### config.mk
export PLATFORM = sky130hd
export DESIGN_NAME = riscv_irq_arbiter_flat
export DESIGN_NICKNAME = d
export VERILOG_FILES = /design/src/rtl/riscv_irq_arbiter_if.sv /design/src/rtl/riscv_irq_arbiter.sv /design/src/flat_wrapper.sv
export SDC_FILE = /design/constraint.sdc
export NUM_CORES = 1
export LEC_CHECK = 0
export ABC_AREA = 1
export BUFFER_PORTS_ARGS = -buffer_cell sky130_fd_sc_hd__buf_2
export CAP_MARGIN = 20
export CORE_MARGIN = 2
export CORE_UTILIZATION = 32
export DETAILED_ROUTE_END_ITERATION = 8
export MAX_ROUTING_LAYER = met4
export PLACE_DENSITY = 0.57
export RECOVER_POWER = 100
export SLEW_MARGIN = 40
export SYNTH_ARGS = -nofsm -noshare
export SYNTH_HDL_FRONTEND = slang
export SYNTH_SLANG_ARGS = --single-unit
### constraint.sdc
create_clock -name clk -period 1.8 [get_ports clk]
set_input_delay 0.18 -clock clk [delete_from_list [all_inputs] [get_ports clk]]
set_output_delay 0.18 -clock clk [all_outputs]
set_load 0.01 [all_outputs]
### src/rtl/riscv_irq_arbiter_if.sv
// Interrupt arbiter bundle: level lines, enables and controller handshake.
// The arbiter uses the slave modport; the interrupt source/controller side uses master.
interface riscv_irq_arbiter_if #(
  parameter int NUM_IRQ = 32
);
  localparam int ID_W = $clog2(NUM_IRQ);

  logic [NUM_IRQ-1:0] irq_i;
  logic [NUM_IRQ-1:0] irq_mask_i;
  logic [NUM_IRQ-1:0] irq_sec_i;
  logic               m_ie_i;
  logic               u_ie_i;
  logic [1:0]         priv_lvl_i;
  logic               ctrl_ack_i;
  logic               ctrl_kill_i;
  logic               irq_req_o;
  logic [ID_W-1:0]    irq_id_o;
  logic               irq_sec_o;
  logic [NUM_IRQ-1:0] irq_onehot_o;
  logic [NUM_IRQ-1:0] irq_pending_o;

  modport master (
    output irq_i, irq_mask_i, irq_sec_i, m_ie_i, u_ie_i, priv_lvl_i,
           ctrl_ack_i, ctrl_kill_i,
    input  irq_req_o, irq_id_o, irq_sec_o, irq_onehot_o, irq_pending_o
  );

  modport slave (
    input  irq_i, irq_mask_i, irq_sec_i, m_ie_i, u_ie_i, priv_lvl_i,
           ctrl_ack_i, ctrl_kill_i,
    output irq_req_o, irq_id_o, irq_sec_o, irq_onehot_o, irq_pending_o
  );
endinterface

### src/rtl/riscv_irq_arbiter.sv
// Level-triggered interrupt arbiter: highest pending id wins, is captured and
// held for the controller until it is acknowledged or killed.
module riscv_irq_arbiter #(
  parameter int NUM_IRQ     = 32,
  parameter bit PULP_SECURE = 1'b0
) (
  input logic                clk,
  input logic                rst_n,
  riscv_irq_arbiter_if.slave bus
);
  localparam int ID_W = $clog2(NUM_IRQ);

  typedef enum logic [1:0] {
    IDLE    = 2'd0,
    PENDING = 2'd1,
    DONE    = 2'd2
  } state_e;

  state_e             state_r;
  state_e             next_state_s;
  logic               req_r;
  logic [ID_W-1:0]    id_r;
  logic               sec_r;
  logic [NUM_IRQ-1:0] onehot_r;
  logic [NUM_IRQ-1:0] pending_r;

  logic [NUM_IRQ-1:0] cand_s;
  logic [ID_W-1:0]    winner_s;
  logic               win_sec_s;
  logic               enable_s;
  logic [ID_W-1:0]    next_id_s;
  logic               next_sec_s;
  logic [NUM_IRQ-1:0] next_onehot_s;

  // Later (higher) set bits overwrite earlier ones, so the highest id wins.
  function automatic logic [ID_W-1:0] find_highest(input logic [NUM_IRQ-1:0] vec);
    logic [ID_W-1:0] idx;
    idx = '0;
    for (int k = 0; k < NUM_IRQ; k++) begin
      if (vec[k]) begin
        idx = ID_W'(k);
      end else begin
        idx = idx;
      end
    end
    return idx;
  endfunction

  // Candidate selection and privilege-qualified global enable.
  always_comb begin
    cand_s    = bus.irq_i & bus.irq_mask_i;
    winner_s  = find_highest(cand_s);
    win_sec_s = bus.irq_sec_i[winner_s];
    if (PULP_SECURE) begin
      enable_s = ((bus.priv_lvl_i == 2'b11) & bus.m_ie_i) |
                 ((bus.priv_lvl_i == 2'b00) & (bus.u_ie_i | win_sec_s));
    end else begin
      enable_s = bus.m_ie_i;
    end
  end

  // Next-state and next captured-interrupt fields.
  always_comb begin
    next_state_s  = state_r;
    next_id_s     = id_r;
    next_sec_s    = sec_r;
    next_onehot_s = onehot_r;
    case (state_r)
      IDLE: begin
        if (enable_s && (|cand_s)) begin
          next_state_s  = PENDING;
          next_id_s     = winner_s;
          next_sec_s    = win_sec_s;
          next_onehot_s = {{(NUM_IRQ-1){1'b0}}, 1'b1} << winner_s;
        end else begin
          next_sec_s    = 1'b0;
          next_onehot_s = '0;
        end
      end
      PENDING: begin
        // Ack wins over kill; the id is left in place after either.
        if (bus.ctrl_ack_i) begin
          next_state_s  = DONE;
          next_sec_s    = 1'b0;
          next_onehot_s = '0;
        end else if (bus.ctrl_kill_i) begin
          next_state_s  = IDLE;
          next_sec_s    = 1'b0;
          next_onehot_s = '0;
        end else begin
          next_state_s  = PENDING;
        end
      end
      DONE: begin
        next_state_s  = IDLE;
        next_sec_s    = 1'b0;
        next_onehot_s = '0;
      end
      default: begin
        next_state_s  = IDLE;
        next_sec_s    = 1'b0;
        next_onehot_s = '0;
      end
    endcase
  end

  // State and registered outputs.
  always_ff @(posedge clk or negedge rst_n) begin
    if (!rst_n) begin
      state_r   <= IDLE;
      req_r     <= 1'b0;
      id_r      <= '0;
      sec_r     <= 1'b0;
      onehot_r  <= '0;
      pending_r <= '0;
    end else begin
      state_r   <= next_state_s;
      req_r     <= (next_state_s == PENDING);
      id_r      <= next_id_s;
      sec_r     <= next_sec_s;
      onehot_r  <= next_onehot_s;
      pending_r <= bus.irq_i & bus.irq_mask_i;
    end
  end

  assign bus.irq_req_o     = req_r;
  assign bus.irq_id_o      = id_r;
  assign bus.irq_sec_o     = sec_r;
  assign bus.irq_onehot_o  = onehot_r;
  assign bus.irq_pending_o = pending_r;
endmodule

### src/flat_wrapper.sv
// flat-port wrapper written by rule: the top's interface ports become plain ports
module riscv_irq_arbiter_flat 
#(
  parameter int NUM_IRQ     = 32,
  parameter bit PULP_SECURE = 1'b0
)
  (clk, rst_n, bus_irq_i, bus_irq_mask_i, bus_irq_sec_i, bus_m_ie_i, bus_u_ie_i, bus_priv_lvl_i, bus_ctrl_ack_i, bus_ctrl_kill_i, bus_irq_req_o, bus_irq_id_o, bus_irq_sec_o, bus_irq_onehot_o, bus_irq_pending_o);
  riscv_irq_arbiter_if #(.NUM_IRQ(NUM_IRQ)) bus_i ();
  input logic clk;
  input logic rst_n;
  input wire logic [$bits(bus_i.irq_i)-1:0] bus_irq_i;
  input wire logic [$bits(bus_i.irq_mask_i)-1:0] bus_irq_mask_i;
  input wire logic [$bits(bus_i.irq_sec_i)-1:0] bus_irq_sec_i;
  input wire logic [$bits(bus_i.m_ie_i)-1:0] bus_m_ie_i;
  input wire logic [$bits(bus_i.u_ie_i)-1:0] bus_u_ie_i;
  input wire logic [$bits(bus_i.priv_lvl_i)-1:0] bus_priv_lvl_i;
  input wire logic [$bits(bus_i.ctrl_ack_i)-1:0] bus_ctrl_ack_i;
  input wire logic [$bits(bus_i.ctrl_kill_i)-1:0] bus_ctrl_kill_i;
  output wire logic [$bits(bus_i.irq_req_o)-1:0] bus_irq_req_o;
  output wire logic [$bits(bus_i.irq_id_o)-1:0] bus_irq_id_o;
  output wire logic [$bits(bus_i.irq_sec_o)-1:0] bus_irq_sec_o;
  output wire logic [$bits(bus_i.irq_onehot_o)-1:0] bus_irq_onehot_o;
  output wire logic [$bits(bus_i.irq_pending_o)-1:0] bus_irq_pending_o;
  assign bus_i.irq_i = bus_irq_i;
  assign bus_i.irq_mask_i = bus_irq_mask_i;
  assign bus_i.irq_sec_i = bus_irq_sec_i;
  assign bus_i.m_ie_i = bus_m_ie_i;
  assign bus_i.u_ie_i = bus_u_ie_i;
  assign bus_i.priv_lvl_i = bus_priv_lvl_i;
  assign bus_i.ctrl_ack_i = bus_ctrl_ack_i;
  assign bus_i.ctrl_kill_i = bus_ctrl_kill_i;
  assign bus_irq_req_o = bus_i.irq_req_o;
  assign bus_irq_id_o = bus_i.irq_id_o;
  assign bus_irq_sec_o = bus_i.irq_sec_o;
  assign bus_irq_onehot_o = bus_i.irq_onehot_o;
  assign bus_irq_pending_o = bus_i.irq_pending_o;
  riscv_irq_arbiter #(.NUM_IRQ(NUM_IRQ), .PULP_SECURE(PULP_SECURE)) u_core (.clk(clk), .rst_n(rst_n), .bus(bus_i));
endmodule
# After elaboration in Yosys (flattened, before gate mapping)

Cells that the tools add are included.
Widths: inputs -> output; s select.

Eq/ne operators: 3
Shift-type cells: 1
Muxes and demuxes: 45
Reduce and logical (&&, ||, !) cells: 4
$lt $le $gt $ge: 1
Bitwise operators: 1

Operators with widths:

| kind                 | count |
|---|---|
| $mux 5               | 30 |
| $mux 32              | 3 |
| $pmux 32 s2          | 1 |
| $and 32x32->32       | 1 |
| $reduce_or 32->1     | 1 |
| $shl 1x5->32 const A | 1 |
| $lt 5x6->1 const B   | 1 |
| $mux 1               | 6 |
| $bmux 1 s5           | 1 |
| $eq 2x1->1 const B   | 2 |
| $mux 2               | 2 |
| $pmux 2 s2           | 1 |
| $ne 3x3->1 const B   | 1 |
| $logic_not 2->1      | 1 |
| $pmux 1 s2           | 1 |
| $reduce_and 2->1     | 1 |
| $logic_and 1x1->1    | 1 |

Output and inout bits: 71
Logic and storage cells: 61
Flip-flop bits (word level): 73

# Depth between registers and ports, before layout

Word-level depth: 36
Depth in mapped cells: 39

# Least setup slack after synthesis

No wires, ideal clock.

Path kind: input -> register
From: input port bus_irq_i[1]
To: register u_core.sec_r, in the netlist u_core.bus.irq_sec_o
Buffers on the path: 1
Path slack: -0.494 ns
Data arrival time: 2.169 ns
Stages: 39
Setup time: 0.125 ns
Required time: 1.675 ns
Cells stage by stage: nand2_1 inv_2 nand2_1 nand2_1 nand2_1 nand2_1 nand2_1 nand2_1 nand2_1 nand2_1 nand2_1 nand2_1 nand2_1 nand2_1 nand2_1 nand2_1 nand2_1 nand2_1 [3 not listed] nand2_1 nand2_1 nand2_1 nand2_1 nand2_1 nand2_1 nand2_1 nand2_1 nand2_2 nand2_4 buf_6 nand3b_1 nand2_1 nand2_1 nand2_1 nand3_1 nand3_1 nand3_1

Cells in the longest elaborated chain, start to end: 36
Elaborated cells between the ends (all ways): 38
Classes of those cells: mux: 35; bitwise: 1; reduce/logical: 2

RTL lines:

| element                      | RTL line                 | RTL |
|---|---|---|
| start, declared              | flat_wrapper.sv:11       | `input wire logic [$bits(bus_i.irq_i)-1:0] bus_irq_i;` |
| $and 32x32->32 (*)           | riscv_irq_arbiter.sv:51  | `cand_s = bus.irq_i & bus.irq_mask_i;` |
| via u_core.cand_s[1]         | riscv_irq_arbiter.sv:27  | `logic [NUM_IRQ-1:0] cand_s;` |
| $mux 1                       | riscv_irq_arbiter.sv:40  | `if (vec[k]) begin` |
| $mux 5 (30 in series)        | riscv_irq_arbiter.sv:40  |  |
| $bmux 1 s5                   | riscv_irq_arbiter.sv:53  | `win_sec_s = bus.irq_sec_i[winner_s];` |
| $mux 1 (not written as such) | riscv_irq_arbiter.sv:53  |  |
| $mux 1 (*)                   | riscv_irq_arbiter.sv:70  | `if (enable_s && (\|cand_s)) begin` |
| $pmux 1 s2 (*)               | riscv_irq_arbiter.sv:68  | `case (state_r)` |
| end signal, assigned         | riscv_irq_arbiter.sv:120 | `sec_r <= next_sec_s;` |
| end, declared                | riscv_irq_arbiter.sv:23  | `logic sec_r;` |

Mark *: on every way through the listed nets, which the timed path passes. The rest lies on a longest branch. The select of a mux whose other input is x is not followed.
A chain may end at the register's enable or synchronous reset.

# Worst setup path in the final report

From: input port bus_irq_mask_i[1]
To: register u_core.sec_r, in the netlist u_core.bus.irq_sec_o

Cells in the longest elaborated chain, start to end: 36
Elaborated cells between the ends (all ways): 38
Classes of those cells: mux: 35; bitwise: 1; reduce/logical: 2

RTL lines:

| element                      | RTL line                | RTL |
|---|---|---|
| start, declared              | flat_wrapper.sv:12      | `input wire logic [$bits(bus_i.irq_mask_i)-1:0] bus_irq_mask_i;` |
| $and 32x32->32 (*)           | riscv_irq_arbiter.sv:51 |  |
| via u_core.cand_s[1]         | riscv_irq_arbiter.sv:27 |  |
| $mux 1                       | riscv_irq_arbiter.sv:40 |  |
| $mux 5 (30 in series)        | riscv_irq_arbiter.sv:40 |  |
| $bmux 1 s5                   | riscv_irq_arbiter.sv:53 |  |
| $mux 1 (not written as such) | riscv_irq_arbiter.sv:53 |  |
| $mux 1 (*)                   | riscv_irq_arbiter.sv:70 |  |
| $pmux 1 s2 (*)               | riscv_irq_arbiter.sv:68 |  |

Marked as above.

==> impl_metrics.json <==
{
  "dieArea_mm2": 0.0114,
  "synthDistinctLibCells": 24,
  "relSlewSlack_pct": 71.6,
  "critPathCaptureType": "register",
  "hold_path_depth": 3,
  "layout.nets": 763,
  "drt_iter0_markers": 106,
  "post-place-ws_ps": -867,
  "htreeDepth": 3,
  "hold_end": "u_core.bus.irq_pending_o[8]",
  "numCtsBuffers": 9,
  "vias_per_cell": 4.35,
  "diodes": 0,
  "rr_endpoint": "u_core.bus.irq_onehot_o[18]",
  "r2r-start": "u_core.state_r[1]",
  "cts.clk_slew.worst_paths_ps": 80,
  "total_power_mw": 3.88,
  "final_antenna_net_count": 0,
  "die_width_um": 107,
  "dr.pass1.iters": 4,
  "clockBufferDepth": 2,
  "status": "complete, but fails checks",
  "syn_area_per_cell_um2": 7.81,
  "die_y_um": 107,
  "worst-path-max-fanout": 8,
  "critPathRequiredTime_ps": 2030,
  "path_depth": 40,
  "cp_slowest_stage_delay_ps": 160,
  "routabilityCongestion": 0.789,
  "yosysWarnings": 0,
  "setup_ws_ps": -460,
  "io_buffers": 171,
  "cts_sinks": 73,
  "synth_area_mm2": 0.00338,
  "cp_common_cell": "nand2_1",
  "hold_start": "bus_irq_mask_i[8]",
  "cp.arrival_ps": 2490,
  "clock_skew_ps": 9.08,
  "pin_count": 175,
  "power.density_mw_per_mm2": 744,
  "hp-class": "primary input to register",
  "grt_pass1_vias": 3576,
  "finish.utilization_pct": 50.8,
  "clk_latency_ps": 350,
  "min_period_over_period_pct": 126,
  "rr_worst_depth": 6,
  "ys_seq_elements": 73,
  "start_kind": "primary input",
  "syn-instance-count": 433,
  "violations": "negative setup slack",
  "crit_type": "primary input to register",
  "regToRegSetupSlack_ps": 320,
  "core_area_mm2": 0.0103,
  "max_cap_violations": 0,
  "grt_setup_unrepaired": "true",
  "grt_pass1_wl_um": 16400,
  "drcViolationCount": 0,
  "critPathTopFamily": "simple AND/OR/NAND/NOR gates",
  "hold_viol": 0,
  "grt_max_degree": 36,
  "place_hpwl_um": 7500,
  "grt-ovfl-total": 0,
  "worst_pin_slew_ps": 426,
  "setup_viol": 34,
  "path_buf_inv": 3,
  "cts_tree": "built",
  "fin_crit_ps": 2260,
  "initial_core_util_pct": 32.9,
  "leakage_nw": 3.14,
  "crit_path_top_delay_cell": "clkbuf_16",
  "rows": 37,
  "fmax_mhz": 443,
  "slew_viol_final": 0,
  "globalRouteTotalUtil_pct": 18.5,
  "area.growth.synth_to_final_pct": 54.5,
  "cts_root_buffer": "clkbuf_8",
  "drive_gt1_share_pct": 43.2,
  "antenna_found_initial": 0,
  "wl_um": 9830,
  "max-vdd-ir-drop_mv": 0.356,
  "vias": 3483,
  "wl_per_cell_um": 12.3,
  "syn_nets": 537,
  "synth_seq_area_share_pct": 54.0
}
-- final cells by class --
class                           count  area [um^2]
Sequential cell                    73         1830
Clock buffer                       10          128
Tap cell                          136          170
Multi-Input combinational cell    293         1470
Clock inverter                      6         42.5
Inverter                           57          231
Fill cell                        1050         5050
Timing Repair Buffer              225         1360
-- where the power goes --
group,switching (mW),internal [mW]
clock network,0.637,0.505
logic,0.543,0.432
registers,0.0392,1.73
-- sequential cells by signal, indices dropped and copies added, names as in the netlist --
name,flops
u_core.bus.irq_sec_o,1
u_core.bus.irq_id_o,5
u_core.bus.irq_pending_o,32
u_core.state_r,2
u_core.bus.irq_onehot_o,32
u_core.bus.irq_req_o,1
-- kinds of logic after synthesis --
kind of cell,Yosys count,share of synthesized area [%]
buffers and inverters,68,7.99
and+or+nand+nor,251,31.8
DFF,73,54.0
AOI/OAI and AO/OA,41,6.14
-- layer usage --
layer	vias up	global-route usage (%)	share of wire, %
met2	102	30.7	49
met3	12	3.53	5.0
met5	-	-	0
li1	1788	-	-
met1	1581	22.7	44
met4	0	6.40	1.5
-- synth_stat cells --
cell,number,area (um^2)
or2_2,2,12.5
nor3b_1,1,7.51
nand2_4,2,22.5
nand2_2,3,18.8
nor2_1,36,135
buf_2,3,15.0
nor4_1,3,18.8
inv_2,8,30.0
o21bai_1,1,7.51
dfrtp_1,73,1830
nand3b_1,8,60.1
nand3_2,2,20.0
nor2_2,1,6.26
o21ai_1,35,175
inv_1,49,184
nand3_1,24,120
buf_4,1,7.51
a21oi_1,3,15.0
o21ai_0,2,10.0
nand4_1,2,12.5
nand2_1,165,619
clkbuf_1,6,22.5
buf_6,1,11.3
nand3b_2,2,22.5
-- metrics by stage --
stage / std cells / cell area [um^2] / setup TNS, ps / hold WS, ps
2_1_floorplan: 433 / 3420 / -10320 / -116
3_3_place_gp: 776 / 4780 / -25380 / 147
3_5_place_dp: 776 / 4780 / -25620 / 154
4_1_cts: 797 / 5090 / -9790 / 33.6
5_1_grt: 800 / 5220 / -22680 / 46.9
6_report: 800 / 5220 / -10190 / 47.6
-- worst register-to-register path: cells and delay by family (launching register included) --
family	cells	cell delay (ps)
AND/OR/NAND/NOR	3	590
AO/OA/AOI/OAI	1	140
buffers and inverters	2	270
flip-flops	1	410
-- what timing repair did --
| item | 4_1_cts | 5_1_grt |
|---|---|---|
| setup buffers | 3 | 3 |
| endpoints found under the hold margin | 28 | 0 |
| hold buffers | 1 | 0 |
| endpoints found under the setup margin | 34 | 35 |
| gates resized for setup | 20 | 23 |
| pin swaps | 7 | 16 |
| gates cloned | 1 | 1 |
-- layout by cell type, fill, tap and decap left out, drive strengths merged --
master       instances
nor4                 3
clkinvlp             2
nor2                37
nand3b              10
o21ai               37
dlygate4sd3          1
nand2              171
inv                 59
nand3               26
o21bai               1
nor3b                1
clkinv               2
nand4                2
or2                  2
buf                223
dfrtp               73
a21oi                3
clkbuf              11
-- how the worst max path moves through the flow --
| stage | from | to | slack, ps |
|---|---|---|---|
| finish | bus_irq_mask_i[1] | u_core.bus.irq_sec_o | -460 |
| global route | bus_irq_mask_i[1] | u_core.bus.irq_sec_o | -890 |
| CTS | bus_irq_i[1] | u_core.bus.irq_sec_o | -470 |
| detailed placement | bus_irq_i[1] | u_core.bus.irq_sec_o | -870 |
| global placement | bus_irq_i[1] | u_core.bus.irq_sec_o | -850 |
| floorplan | bus_irq_i[1] | u_core.bus.irq_sec_o | -470 |
No activity file was read; power rests on OpenSTA's default activity.
